## config.mk

```make
export PLATFORM = sky130hd
export DESIGN_NAME = array_bank_fill_flat
export DESIGN_NICKNAME = d
export VERILOG_FILES = /design/src/rtl/array_bank_pkg.sv /design/src/rtl/array_bank_if.sv /design/src/rtl/array_sweep_ctrl.sv /design/src/rtl/array_bank_fill.sv /design/src/flat_wrapper.sv
export SDC_FILE = /design/constraint.sdc
export NUM_CORES = 1
export LEC_CHECK = 0
export BUFFER_PORTS_ARGS = -buffer_cell sky130_fd_sc_hd__buf_2
export CORE_ASPECT_RATIO = 1.2
export CORE_MARGIN = 3
export CORE_UTILIZATION = 40
export DETAILED_ROUTE_END_ITERATION = 7
export GPL_TIMING_DRIVEN = 0
export MAX_ROUTING_LAYER = met4
export PLACE_DENSITY = 0.65
export SYNTH_ARGS = -nofsm -noshare
export SYNTH_HDL_FRONTEND = slang
export SYNTH_SLANG_ARGS = --single-unit
```

## constraint.sdc

```tcl
create_clock -name i_clk -period 2 [get_ports i_clk]
set_input_delay 0.6 -clock i_clk [delete_from_list [all_inputs] [get_ports i_clk]]
set_output_delay 0.6 -clock i_clk [all_outputs]
set_load 0.005 [all_outputs]
```

## src/rtl/array_bank_pkg.sv

```systemverilog
// Shared types for the array bank writer: command modes and sweep FSM states.
package array_bank_pkg;

    typedef enum logic [1:0] {
        MODE_BCAST = 2'd0,
        MODE_INDEX = 2'd1,
        MODE_SHIFT = 2'd2,
        MODE_SWEEP = 2'd3
    } mode_e;

    typedef enum logic {
        IDLE,
        SWEEP
    } state_e;

endpackage

```

## src/rtl/array_bank_if.sv

```systemverilog
// Holds the DEPTH x WIDTH configuration array; the writer drives it via modport P.
interface array_bank_if #(
    parameter int WIDTH = 1,
    parameter int DEPTH = 8
);

    logic [WIDTH-1:0] x [DEPTH];

    modport P (output x);

endinterface

```

## src/rtl/array_sweep_ctrl.sv

```systemverilog
// Sweep sequencer: walks a wrapping pointer over DEPTH elements, one per cycle,
// and pulses done once the final element has been written.
module array_sweep_ctrl
    import array_bank_pkg::*;
#(
    parameter int DEPTH = 8,
    localparam int IDX_W = $clog2(DEPTH)
) (
    input  logic             clk_i,
    input  logic             rst_ni,
    input  logic             start_i,
    input  logic [IDX_W-1:0] start_idx_i,
    output logic             busy_o,
    output logic             done_o,
    output logic             we_o,
    output logic [IDX_W-1:0] ptr_o
);

    localparam logic [IDX_W-1:0] LAST = IDX_W'(DEPTH - 1);

    state_e           state_q, state_d;
    logic [IDX_W-1:0] ptr_q, ptr_d;
    logic [IDX_W-1:0] cnt_q, cnt_d;
    logic             done_q, done_d;

    always_ff @(posedge clk_i) begin
        if (!rst_ni) begin
            state_q <= IDLE;
            ptr_q   <= '0;
            cnt_q   <= '0;
            done_q  <= 1'b0;
        end else begin
            state_q <= state_d;
            ptr_q   <= ptr_d;
            cnt_q   <= cnt_d;
            done_q  <= done_d;
        end
    end

    // cnt_q counts remaining writes; the write made with cnt_q==0 is the last one.
    always_comb begin
        state_d = state_q;
        ptr_d   = ptr_q;
        cnt_d   = cnt_q;
        done_d  = 1'b0;
        we_o    = 1'b0;
        unique case (state_q)
            IDLE: begin
                if (start_i) begin
                    state_d = SWEEP;
                    ptr_d   = start_idx_i;
                    cnt_d   = LAST;
                end
            end
            SWEEP: begin
                we_o  = 1'b1;
                ptr_d = (ptr_q == LAST) ? '0 : ptr_q + 1'b1;
                cnt_d = cnt_q - 1'b1;
                if (cnt_q == '0) begin
                    state_d = IDLE;
                    done_d  = 1'b1;
                end
            end
            default: state_d = IDLE;
        endcase
    end

    assign busy_o = (state_q == SWEEP);
    assign done_o = done_q;
    assign ptr_o  = ptr_q;

endmodule

```

## src/rtl/array_bank_fill.sv

```systemverilog
// Command-driven writer for a per-lane configuration array: broadcast, indexed,
// shift and multi-cycle sweep writes behind a valid/ready handshake.
module array_bank_fill
    import array_bank_pkg::*;
#(
    parameter int WIDTH = 1,
    parameter int DEPTH = 8,
    localparam int IDX_W = $clog2(DEPTH)
) (
    input  logic             i_clk,
    input  logic             i_rst_n,
    array_bank_if.P          j,
    input  logic             i_valid,
    output logic             o_ready,
    input  mode_e            i_mode,
    input  logic [IDX_W-1:0] i_idx,
    input  logic [WIDTH-1:0] i_data,
    output logic [WIDTH-1:0] o_a [DEPTH],
    output logic             o_busy,
    output logic             o_done
);

    localparam logic [IDX_W:0] DEPTH_X = (IDX_W + 1)'(DEPTH);

    logic             accept;
    logic             idx_in_range;
    logic             sweep_start;
    logic             sweep_we;
    logic [IDX_W-1:0] start_idx;
    logic [IDX_W-1:0] sweep_ptr;
    logic [WIDTH-1:0] data_q, data_d;

    assign accept       = i_valid && o_ready;
    assign idx_in_range = ({1'b0, i_idx} < DEPTH_X);
    assign sweep_start  = accept && (i_mode == MODE_SWEEP);
    assign start_idx    = idx_in_range ? i_idx : '0;
    assign o_ready      = !o_busy;
    assign data_d       = sweep_start ? i_data : data_q;

    always_ff @(posedge i_clk) begin
        if (!i_rst_n) begin
            data_q <= '0;
        end else begin
            data_q <= data_d;
        end
    end

    array_sweep_ctrl #(
        .DEPTH (DEPTH)
    ) u_sweep (
        .clk_i       (i_clk),
        .rst_ni      (i_rst_n),
        .start_i     (sweep_start),
        .start_idx_i (start_idx),
        .busy_o      (o_busy),
        .done_o      (o_done),
        .we_o        (sweep_we),
        .ptr_o       (sweep_ptr)
    );

    // Sweep writes and accepted commands never coincide: o_ready is low while sweeping.
    always_ff @(posedge i_clk) begin
        if (!i_rst_n) begin
            for (int k = 0; k < DEPTH; k++) begin
                j.x[k] <= '0;
            end
        end else if (sweep_we) begin
            j.x[sweep_ptr] <= data_q;
        end else if (accept) begin
            unique case (i_mode)
                MODE_BCAST: begin
                    for (int k = 0; k < DEPTH; k++) begin
                        j.x[k] <= i_data;
                    end
                end
                MODE_INDEX: begin
                    if (idx_in_range) begin
                        j.x[i_idx] <= i_data;
                    end
                end
                MODE_SHIFT: begin
                    j.x[0] <= i_data;
                    for (int k = 1; k < DEPTH; k++) begin
                        j.x[k] <= j.x[k-1];
                    end
                end
                MODE_SWEEP: begin
                end
                default: begin
                end
            endcase
        end
    end

    assign o_a = j.x;

endmodule

```

## src/flat_wrapper.sv

```systemverilog
// flat-port wrapper written by rule: the top's interface ports become plain ports
module array_bank_fill_flat import array_bank_pkg::*;
#(
    parameter int WIDTH = 1,
    parameter int DEPTH = 8,
    localparam int IDX_W = $clog2(DEPTH)
)
  (i_clk, i_rst_n, i_valid, o_ready, i_mode, i_idx, i_data, o_a, o_busy, o_done, j_x);
  array_bank_if #(.WIDTH(WIDTH), .DEPTH(DEPTH)) j_i ();
  input  logic i_clk;
  input  logic i_rst_n;
  input  logic i_valid;
  output logic o_ready;
  input  mode_e i_mode;
  input  logic [IDX_W-1:0] i_idx;
  input  logic [WIDTH-1:0] i_data;
  output logic [WIDTH-1:0] o_a[DEPTH];
  output logic o_busy;
  output logic o_done;
  output wire logic [$bits(j_i.x)-1:0] j_x;
  assign j_x = {>>{j_i.x}};
  array_bank_fill #(.WIDTH(WIDTH), .DEPTH(DEPTH)) u_core (.i_clk(i_clk), .i_rst_n(i_rst_n), .j(j_i), .i_valid(i_valid), .o_ready(o_ready), .i_mode(i_mode), .i_idx(i_idx), .i_data(i_data), .o_a(o_a), .o_busy(o_busy), .o_done(o_done));
endmodule
```

==> results of run 1 <==
-- synthesized netlist by cell type, types with 4 or more instances --
master    count  area, um^2
nand3b_1      6        45.0
ha_1          8         100
dfxtp_1      17         340
a211oi_1      6        45.0
buf_4         9        67.6
a21oi_1      16        80.1
nor2_1        7        26.3
buf_2         5        25.0
mux2i_1      14         140
nand3_1       5        25.0
nand2_1      13        48.8
inv_1         6        22.5
a311oi_1      4        35.0
-- layout make-up --
cell class                 count  share of cell area
timing repair buffer          24              0.0799
multi-input combinational    113               0.545
sequential                    17               0.226
buffer                        19              0.0833
inverter                       7              0.0175
clock buffer                   4              0.0175
tap                           36              0.0300
-- power breakdown --
| part | internal [mW] | leakage [nW] | switching (mW) |
|---|---|---|---|
| clock network | 0.0777 | 0.0150 | 0.114 |
| logic | 0.147 | 0.544 | 0.153 |
| registers | 0.369 | 0.140 | 0.0326 |
-- placed cells by master, fill, tap and decap left out, drive strengths merged, types with 4 or more instances in the layout --
master	netlist	final
mux2i	14	14
nand3b	6	6
a311oi	4	4
a21oi	16	16
nand3	5	5
clkbuf	4	8
o21ai	5	5
buf	15	39
dfxtp	17	17
nand2	13	13
inv	6	6
a211oi	6	6
ha	8	8
nor2	7	7
-- logic make-up after synthesis --
family	Yosys count	synth area share
DFF	17	0.260
adders and majority gates	8	0.0766
and+or+nand+nor	44	0.189
muxes	15	0.116
AOI/OAI and AO/OA	46	0.242
buffers and inverters	26	0.116
-- timing repair --
action | in CTS | in global routing
resized for setup | 0 | 1
endpoints found under the hold margin | 0 | 0
endpoints found under the setup margin | 0 | 1
-- registers in the layout, indices dropped and copies added (netlist names) --
| signal | count |
|---|---|
| u_core.u_sweep.ptr_o | 3 |
| u_core.u_sweep.done_o | 1 |
| u_core.j.x | 8 |
| u_core.data_q | 1 |
| u_core.u_sweep.busy_o | 1 |
| u_core.u_sweep.cnt_q | 3 |
-- worst max-delay path, delay by kind of cell, from the launching register on --
kind,cells,cell delay (ns)
buffers and inverters,4,0.61
flip-flops,1,0.34
-- final timing paths --
| path | start | endpoint | slack (ns) | depth (start not counted) |
|---|---|---|---|---|
| max | u_core.u_sweep.busy_o$_SDFF_PN0_ | o_ready | 0.14 | 4 |
| min | u_core.u_sweep.cnt_q[0]$_SDFFE_PN0P_ | u_core.u_sweep.cnt_q[0]$_SDFFE_PN0P_ | 0.48 | 1 |
| max reg2reg | u_core.u_sweep.ptr_o[0]$_SDFFE_PN0P_ | u_core.j.x[6]$_SDFFE_PN0P_ | 0.48 | 5 |
| min reg2reg | u_core.u_sweep.cnt_q[0]$_SDFFE_PN0P_ | u_core.u_sweep.cnt_q[0]$_SDFFE_PN0P_ | 0.48 | 1 |
-- stage by stage --
step                      cell area, um^2  power [mW]  utilization  hold slack, ns  worst slack, ns
after global routing                 1500       0.960        0.487           0.500           0.0452
after global placement               1470       0.702        0.478           0.451           -0.238
final                                1500       0.894        0.487           0.483            0.141
after floorplan                      1310       0.616            -           0.436            0.125
after CTS                            1500       0.896        0.486           0.485           0.0266
after detailed placement             1470       0.707        0.478           0.471           -0.252
-- metal layers --
| layer | global-route usage | up-vias | share of wire |
|---|---|---|---|
| met5 | - | - | 0 |
| met4 | 0.0638 | 0 | 0.014 |
| met3 | 0.0186 | 5 | 0.051 |
| met2 | 0.312 | 31 | 0.50 |
| met1 | 0.194 | 578 | 0.43 |
| li1 | - | 620 | - |
==> impl_metrics.yaml, run 1 <==
die:
  die_w_um: 58.2
  io_pins: 28
  die_h_um: 68.6
  row_count: 22
  start_util: 0.424
  dieArea_um2: 3990
  core_um2: 3080
worst_setup_path:
  crit_top_cell: "buf_2"
  critical_path.max_stage_delay_ns: 0.34
  crit_path_top_delay_cell: "dfxtp_1"
  path_cells: "buf_2 -> inv_1 -> buf_2 -> buf_2"
  crit_type: "reg -> out"
  cp.required_ns: 1.40
  cp-end-kind: "output pin"
  worstPathArrival_ns: 1.26
  cp-start-kind: "flop"
  crit_fanout: 10
clocking:
  cts_hold_buffers: 0
  clock_path_buffers: 2
  cts.sinks: 17
  cts.reportedPaths.clkPinSlew_ns: 0.11
  cts.htree.levels: 1
  clockRootBuffer: "clkbuf_4"
  cts_made_buffers: 3
  post_cts_buffers: 0
  cts_tree: "built"
  clk_latency_ns: 0.30
sta:
  fin_tns_setup_ns: 0
  final-hold-violation-count: 0
  rsz0062_at_grt: "false"
  worst_slew_pin_slew_ns: 0.545
  slew_headroom: 0.634
  layout_worst_path_cycle_share: 0.930
  post-route-min-period_ns: 1.86
  fin_skew_ns: 0.00599
  setup_viol: 0
  fmax_mhz: 538
  report.final.slew_viol_count: 0
placement:
  port_buffers: 24
  placed_cells: 216
  place_congestion: 0.746
  dp_hpwl_um: 2330
finish:
  ff_latch_area_um2: 340
  finalNonFillerCells: 220
  multiInputGateArea_um2: 820
  syn_to_final_growth_pct: 14.9
  fillers: 316
  num_antenna_cells: 0
  final_net_count: 202
  layout-drive-gt1-share: 0.277
drt:
  avgRoutedWirePerCell_um: 14.3
  drc_errors: 0
  vias: 1234
  first_pass_iters: 4
  postRouteAntennaNets: 0
  vias_per_cell: 5.61
  drtIter0Drc: 81
  wl_um: 3140
yosys:
  synth.net_count: 173
  synth_edf_count: 0
  mappedNetlistArea_um2: 1310
  synth_warnings: 0
  synth_cells: 156
  ys_seq_area_frac: 0.260
  ys_ff_latch: 17
  syn_avg_cell_area_um2: 8.38
  ys_async_sr_fraction: 0
  ys.flop_type: "dfxtp_1"
  synth_cell_type_count: 38
job:
  cap_violations: 0
global_routing:
  grt_use_total: 0.172
  grt_pass1_wl_um: 5150
  grt_antenna_before_repair: 0
  grt_max_degree: 11
  grt_pass1_vias: 1108
  grt-ovfl-total: 0
power:
  vdd_ir_drop_max_v: 0.000309
  p_per_area_nw_per_um2: 595
  power_leakage_nw: 0.699
worst_hold_path:
  min_path_type: "reg -> reg"
outcome:
  outcome: "complete, no violations"
(Power assumes the default switching activity.)
==> run 2: changes to the inputs <==
==> constraint.sdc (replaced) <==
create_clock -name i_clk -period 2 [get_ports i_clk]
set_input_delay 0.5 -clock i_clk [delete_from_list [all_inputs] [get_ports i_clk]]
set_output_delay 0.5 -clock i_clk [all_outputs]
set_load 0.005 [all_outputs]
==> run 2 against run 1 <==
  * Critical path type is now in -> reg
  * Via count grew 0.16%
  * Register-to-register slack is essentially flat
  * Largest power group unchanged
  * Final cell count is the same
==> impl_metrics.yaml, run 2 (same netlist as run 1, synthesis figures left out) <==
sta:
  fmax_mhz: 539
  worst_slew_pin_slew_ns: 0.546
  report.final.slew_viol_count: 0
  final-hold-violation-count: 0
  layout_worst_path_cycle_share: 0.928
  post-route-min-period_ns: 1.86
  slew_headroom: 0.633
  setup_viol: 0
  fin_tns_setup_ns: 0
  fin_skew_ns: 0.00656
  rsz0062_at_grt: "false"
finish:
  final_common_cell: "buf_2"
  layout_common_cells: "buf_2, dfxtp_1, a21oi_1"
  multiInputGateArea_um2: 816
  ff_latch_area_um2: 340
  syn_to_final_growth_pct: 14.6
  fillers: 318
  final_net_count: 202
  fin_area_um2: 1500
  largest_reg_flops: 8
  top_register: "u_core.j.x"
  finalNonFillerCells: 220
  num_antenna_cells: 0
  layout-drive-gt1-share: 0.272
die:
  die_w_um: 58.2
  dieArea_um2: 3990
  io_pins: 28
  die_h_um: 68.6
  row_count: 22
  core_um2: 3080
  start_util: 0.424
power:
  fin_total_pwr_mw: 0.892
  vdd_ir_drop_max_v: 0.000301
  p_per_area_nw_per_um2: 595
  power_leakage_nw: 0.698
clocking:
  cts.sinks: 17
  clockRootBuffer: "clkbuf_4"
  cts_made_buffers: 3
  cts_hold_buffers: 0
  cts.repair.resized: 0
  cts.htree.levels: 1
  clock_path_buffers: 2
  cts.reportedPaths.clkPinSlew_ns: 0.10
  post_cts_buffers: 0
  cts_tree: "built"
  clk_latency_ns: 0.30
worst_setup_path:
  crit_family: "compound AO/OA/AOI/OAI gates"
  cp-end-kind: "flop"
  cp.required_ns: 2.21
  crit_type: "in -> reg"
  crit_path_top_delay_cell: "o21ai_1"
  critical_path.max_stage_delay_ns: 0.40
  cp-start-kind: "primary input"
  crit_fanout: 6
  worstPathArrival_ns: 2.07
  worst-path-buf-inv: 2
  path_cells: "buf_2 -> inv_1 -> ha_1 -> o21ai_1 -> nand2_1 -> and3_1 -> a211oi_1"
global_routing:
  grt_max_degree: 11
  grt_antenna_before_repair: 0
  grt_pass1_vias: 1108
  grt_use_total: 0.172
  grt-ovfl-total: 0
  grt_pass1_wl_um: 5150
job:
  cap_violations: 0
drt:
  vias: 1236
  postRouteAntennaNets: 0
  first_pass_iters: 4
  wl_um: 3120
  vias_per_cell: 5.62
  avgRoutedWirePerCell_um: 14.2
  drtIter0Drc: 73
  drc_errors: 0
placement:
  dp_hpwl_um: 2330
  place_congestion: 0.746
  placed_cells: 216
  post_dp_cell_area_um2: 1470
  port_buffers: 24
worst_hold_path:
  min_path_type: "reg -> reg"
outcome:
  outcome: "complete, no violations"
## run 2: final cells by class
| cell class | instances | share of cell area |
|---|---|---|
| multi-input cells | 113 | 0.544 |
| flip-flops and latches | 17 | 0.227 |
| plain buffers | 19 | 0.0835 |
| repair buffers | 24 | 0.0801 |
| well taps | 36 | 0.0301 |
| clock buffers | 4 | 0.0175 |
| inverters | 7 | 0.0175 |
## run 2: power by group
part | leakage (nW) | total (mW) | switching [mW] | internal, mW
sequential | 0.140 | 0.401 | 0.0322 | 0.369
combinational | 0.543 | 0.299 | 0.152 | 0.147
clock | 0.0150 | 0.192 | 0.114 | 0.0777
## run 2: worst paths after layout
path                                             start                                    to  slack [ns]  cells past startpoint
setup / recovery                             i_mode[0]            u_core.j.x[4]$_SDFFE_PN0P_        0.14                      7
hold / removal    u_core.u_sweep.cnt_q[0]$_SDFFE_PN0P_  u_core.u_sweep.cnt_q[0]$_SDFFE_PN0P_        0.48                      1
setup reg to reg  u_core.u_sweep.ptr_o[0]$_SDFFE_PN0P_            u_core.j.x[6]$_SDFFE_PN0P_        0.48                      5
hold reg to reg   u_core.u_sweep.cnt_q[0]$_SDFFE_PN0P_  u_core.u_sweep.cnt_q[0]$_SDFFE_PN0P_        0.48                      1
## run 2: metrics by stage
stage	hold slack [ns]	setup slack (ns)	util
after detailed placement	0.471	-0.152	0.478
after global placement	0.451	-0.138	0.478
after CTS	0.485	0.127	0.486
final	0.482	0.144	0.486
after global routing	0.500	0.0324	0.486
after floorplan	0.436	0.225	-
## run 2: per-layer routing
metal	part of all wire	global-route usage	vias up
li1	-	-	619
met5	0	-	-
met3	0.058	0.0186	5
met2	0.50	0.312	35
met1	0.43	0.194	577
met4	0.013	0.0638	0
## run 2: worst register-to-register path, cell delays in order (launching register included)
cell and delay (ns):
dfxtp_1 0.35, buf_2 0.19, or3b_1 0.37, mux2i_1 0.20, nand2_1 0.08, o221a_2 0.24
